$ cat src/rtl/dpram_port_sched.sv
// Read/write port scheduler and clear engine in front of one simple dual-port RAM.
// Optional macro DPRAM_SCHED_WR_BYPASS_EN: same-cycle write/read collision returns new data.
module dpram_port_sched #(
  parameter int                    DATA_WIDTH     = 32,
  parameter int                    ADDR_WIDTH     = 7,
  parameter logic [DATA_WIDTH-1:0] CLEAR_VALUE    = '0,
  parameter bit                    CLEAR_ON_RESET = 1'b1
) (
  input  logic                  clock,
  input  logic                  rst,
  input  logic                  init_req,
  output logic                  init_busy,
  input  logic                  a_rd_req,
  input  logic [ADDR_WIDTH-1:0] a_rd_addr,
  output logic                  a_rd_ack,
  output logic                  a_rd_valid,
  input  logic                  b_rd_req,
  input  logic [ADDR_WIDTH-1:0] b_rd_addr,
  output logic                  b_rd_ack,
  output logic                  b_rd_valid,
  output logic [DATA_WIDTH-1:0] rd_data,
  input  logic                  wr_req,
  input  logic [ADDR_WIDTH-1:0] wr_addr,
  input  logic [DATA_WIDTH-1:0] wr_data,
  output logic                  wr_ack,
  output logic [ADDR_WIDTH-1:0] ram_wraddress,
  output logic [DATA_WIDTH-1:0] ram_wrdata,
  output logic                  ram_wren,
  output logic [ADDR_WIDTH-1:0] ram_rdaddress,
  input  logic [DATA_WIDTH-1:0] ram_rddata
);

  typedef enum logic {CLEAR, RUN} state_t;

  state_t                state;
  logic [ADDR_WIDTH-1:0] ptr;
  logic                  last_b;
  logic                  a_gnt;
  logic                  b_gnt;
  logic                  a_vld_q;
  logic                  b_vld_q;
  logic                  run;

  assign run       = (state == RUN) && !rst;
  assign init_busy = (state == CLEAR);

  // round-robin read grant, at most one client per cycle
  always_comb begin
    a_gnt = 1'b0;
    b_gnt = 1'b0;
    if (run) begin
      unique case (1'b1)
        a_rd_req && b_rd_req: begin
          if (last_b) a_gnt = 1'b1;
          else        b_gnt = 1'b1;
        end
        a_rd_req && !b_rd_req: a_gnt = 1'b1;
        !a_rd_req && b_rd_req: b_gnt = 1'b1;
        default: ;
      endcase
    end
  end

  assign a_rd_ack      = a_gnt;
  assign b_rd_ack      = b_gnt;
  assign wr_ack        = run && wr_req;
  assign ram_rdaddress = b_gnt ? b_rd_addr : a_rd_addr;

  // write port mux: clear engine owns it in CLEAR, client otherwise
  always_comb begin
    ram_wren      = 1'b0;
    ram_wraddress = wr_addr;
    ram_wrdata    = wr_data;
    if (!rst) begin
      if (state == CLEAR) begin
        ram_wren      = 1'b1;
        ram_wraddress = ptr;
        ram_wrdata    = CLEAR_VALUE;
      end else begin
        ram_wren = wr_req;
      end
    end
  end

  // clear/run state machine with the clear address pointer
  always_ff @(posedge clock) begin
    if (rst) begin
      ptr <= '0;
      if (CLEAR_ON_RESET) state <= CLEAR;
      else                state <= RUN;
    end else begin
      case (state)
        CLEAR: begin
          ptr <= ptr + 1'b1;
          if (ptr == '1) state <= RUN;
        end
        default: begin
          if (init_req) begin
            state <= CLEAR;
            ptr   <= '0;
          end
        end
      endcase
    end
  end

  // fairness pointer moves only when a grant is issued
  always_ff @(posedge clock) begin
    if (rst)        last_b <= 1'b1;
    else if (a_gnt) last_b <= 1'b0;
    else if (b_gnt) last_b <= 1'b1;
  end

  // read data qualifiers follow the grant by the RAM latency
  always_ff @(posedge clock) begin
    if (rst) begin
      a_vld_q <= 1'b0;
      b_vld_q <= 1'b0;
    end else begin
      a_vld_q <= a_gnt;
      b_vld_q <= b_gnt;
    end
  end

  assign a_rd_valid = a_vld_q;
  assign b_rd_valid = b_vld_q;

`ifdef DPRAM_SCHED_WR_BYPASS_EN
  logic                  hit_q;
  logic [DATA_WIDTH-1:0] byp_q;

  // capture a colliding write so the read sees the new word
  always_ff @(posedge clock) begin
    if (rst) begin
      hit_q <= 1'b0;
      byp_q <= '0;
    end else begin
      hit_q <= ram_wren && (a_gnt || b_gnt) &&
               (ram_wraddress == ram_rdaddress);
      byp_q <= ram_wrdata;
    end
  end

  assign rd_data = hit_q ? byp_q : ram_rddata;
`else
  assign rd_data = ram_rddata;
`endif

endmodule

$ cat config.mk
export PLATFORM = sky130hd
export DESIGN_NAME = dpram_port_sched
export DESIGN_NICKNAME = d
export VERILOG_FILES = /design/src/rtl/dpram_port_sched.sv
export SDC_FILE = /design/constraint.sdc
export NUM_CORES = 1
export LEC_CHECK = 0
export ABC_AREA = 1
export BUFFER_PORTS_ARGS = -buffer_cell sky130_fd_sc_hd__buf_4
export CORE_UTILIZATION = 30
export CTS_CLUSTER_SIZE = 40
export DETAILED_ROUTE_END_ITERATION = 6
export GPL_TIMING_DRIVEN = 0
export PLACE_DENSITY = 0.69
export SLEW_MARGIN = 20
export SYNTH_ARGS = -nofsm -noshare
export SYNTH_HDL_FRONTEND = slang
export SYNTH_SLANG_ARGS = --single-unit
$ cat constraint.sdc
create_clock -name clock -period 1.4 [get_ports clock]
set_input_delay 0.07 -clock clock [delete_from_list [all_inputs] [get_ports clock]]
set_output_delay 0.07 -clock clock [all_outputs]
set_load 0.05 [all_outputs]
==> results.toml <==
[job]
cap_violations = 0

[clocking]
hold_buffers = 0
htreeDepth = 1
cts_made_buffers = 3
clk_pin_slew_worst_paths_ps = 50
clock-root-buffer = "clkbuf_8"
tritoncts = "done"
clockBufferDepth = 2
cts_num_sinks = 11
worstSkewPairLatency_ps = 240

[power]
swShare_pct = 45.0
vdd_drop_max_mv = 0.409
power.density_nw_per_um2 = 580
power.internal_mw = 1.02
p_switching_mw = 0.837
p_comb_share_pct = 64.9
leakage_nw = 1.68
power.total_mw = 1.86
power_frac_seq_pct = 17.8
clkPwrFrac_pct = 17.3

[sta]
slew_violations = 0
max_freq_mhz = 713
layout_min_cycle_time_ps = 1400
finClkSkew_ps = 2.50
worst_pin_slew_ps = 253
slew_headroom_pct = 83.1
layout_setup_ws_ps = -2.91
hold_violations = 0
tns_ps = -4.41
rsz0062_at_grt = "true"
fin_crit_sh_pct = 100
setup_viol = 2

[critical_path]
cp_data_arrival_time_ps = 1330
cp_common_cell = "buf_12"
cp_cell_sequence = "inv_6, buf_12, nand2_8, inv_12, buf_12, nor2_4, buf_6"
worstPathRequired_ps = 1330
critPathMaxStageDelay_ps = 360
path_class = "reg -> out"
cp_max_fo = 10
slowest_stage = "dfxtp_4"
path_buf_inv = 5
crit_family = "buffers and inverters"
startpoint_type = "flip-flop"
end_kind = "output pin"

[synth]
synth_area_per_cell_um2 = 6.93
synth_area_leaders = "nor2_4 (22%), buf_4 (16%), dfxtp_1 (14%)"
ys.warnings.count = 0
yosys.area.top_type = "nor2_4"
synth_cell_types = 23
ys_seq_area_share_pct = 14.4
ys_seq_elements = 11
synth_cells = 220
yosysTopAreaCellShare_pct = 22.2
synth_area_um2 = 1520
syn-num-nets = 312

[placement]
dpl_worst_slack_ps = 139
dpl.hpwl_um = 3680
numPortBuffers = 143
place_congestion = 0.754
placed_area_um2 = 2690

[detailed_routing]
drc_errors = 0
wl_per_cell_um = 11.6
avgViaCountPerCell = 4.20
ant_nets = 0
first_pass_iters = 4
routed_wl_um = 5130
vias = 1862
drt_iter0_drc = 30

[grt]
grt_pass1_wl_um = 6670
grt-ovfl-total = 0
grt.total_usage_pct = 16.0
antenna_found_initial = 0
first_global_vias = 1531
grt_max_degree = 11

[cells_and_area]
fillers = 422
utilization_pct = 66.6
mostFrequentLayoutCells = "buf_4 (134), inv_1 (42), nand2_1 (35), nor2_4 (31), buf_6 (30)"
area_growth_pct = 111
design_area_um2 = 3210
final_common_cell = "buf_4"
nNetsFinal = 469
antenna_cells = 0
drive_above_1_share_pct = 68.9

[floorplan]
die-width_um = 73.3
initial_core_util_pct = 31.6
ios = 176
std_cell_rows = 25
dieArea_um2 = 5370
fp.coreArea_um2 = 4820
die_y_um = 73.3

[outcome]
violations = "setup timing"
status = "finished with violations"

[hold_path]
hold_path_class = "in -> reg"
[cells by family after synthesis]
group / share of synthesized area (%)
simple gates: 43.4
compound gates: 6.49
buf+inv: 34.8
fa+ha+maj: 0.821
flops: 14.4
[layout make-up]
| type | count | area, um^2 | area share [%] |
|---|---|---|---|
| inverter | 46 | 198 | 6.16 |
| timing repair buffer | 152 | 1440 | 44.7 |
| clock buffer | 4 | 45.0 | 1.40 |
| multi-input combinational | 126 | 880 | 27.4 |
| sequential | 11 | 225 | 7.01 |
| tap | 67 | 83.8 | 2.61 |
| buffer | 37 | 343 | 10.7 |
[synthesized netlist by cell type]
| library cell | number |
|---|---|
| nand2_1 | 55 |
| inv_4 | 1 |
| buf_12 | 4 |
| clkinv_4 | 1 |
| dfxtp_1 | 11 |
| buf_4 | 32 |
| a21oi_2 | 1 |
| nor2_2 | 1 |
| ha_1 | 1 |
| nand3_4 | 1 |
| inv_1 | 42 |
| o21ai_1 | 3 |
| o21ai_0 | 5 |
| nand3_1 | 5 |
| nor3_1 | 1 |
| inv_8 | 1 |
| nand4_1 | 1 |
| nand2_8 | 1 |
| buf_6 | 2 |
| a21oi_1 | 10 |
| inv_2 | 1 |
| nor2_4 | 30 |
| nor2_1 | 10 |
[sequential cells by signal, indices dropped and copies added, names as in the netlist]
signal	flops
ptr	7
a_rd_valid	1
b_rd_valid	1
last_b	1
state	1
[worst reg2reg max path: stages (launching register included)]
cell     delay [ps]
dfxtp_1         410
ha_1            240
inv_1            60
nor2_1          150
nand2_1          90
a21oi_1         130
nor2_1           50
[through the flow]
step	hold WS [ps]	cells
after floorplan	165	220
after global placement	316	430
after detailed placement	319	430
after CTS	86.4	441
after global routing	93.6	443
final	89.6	443
[worst paths after layout]
check	slack, ps	from	endpoint	cells past startpoint
worst max-delay path	-3	state	ram_wrdata[7]	7
worst min register to register	510	ptr[0]	ptr[0]	1
worst min-delay path	90	b_rd_req	a_rd_valid	2
worst max register to register	170	ptr[1]	ptr[6]	6
[repair_timing]
action	4_1_cts	5_1_grt
setup buffers	5	1
gates resized for setup	67	33
setup endpoints to repair	46	49
gates cloned	2	2
pin swaps	10	8
[power groups by stage]
stage | Combinational, mW | Sequential (mW) | Clock, mW
after global placement | 1.05 | 0.338 | 0
final | 1.21 | 0.332 | 0.322
after CTS | 1.15 | 0.333 | 0.333
after detailed placement | 1.06 | 0.339 | 0
after floorplan | 0.721 | 0.336 | 0
after global routing | 1.26 | 0.333 | 0.352
[routing by layer]
layer	part of all wire (%)	wire length, um	track usage (%)
met1	34	1730	16.0
met2	56	2870	31.4
met3	9.2	473	4.12
met4	1.2	64	5.45
met5	0	0	0
Power figures use the tool's default switching activity.
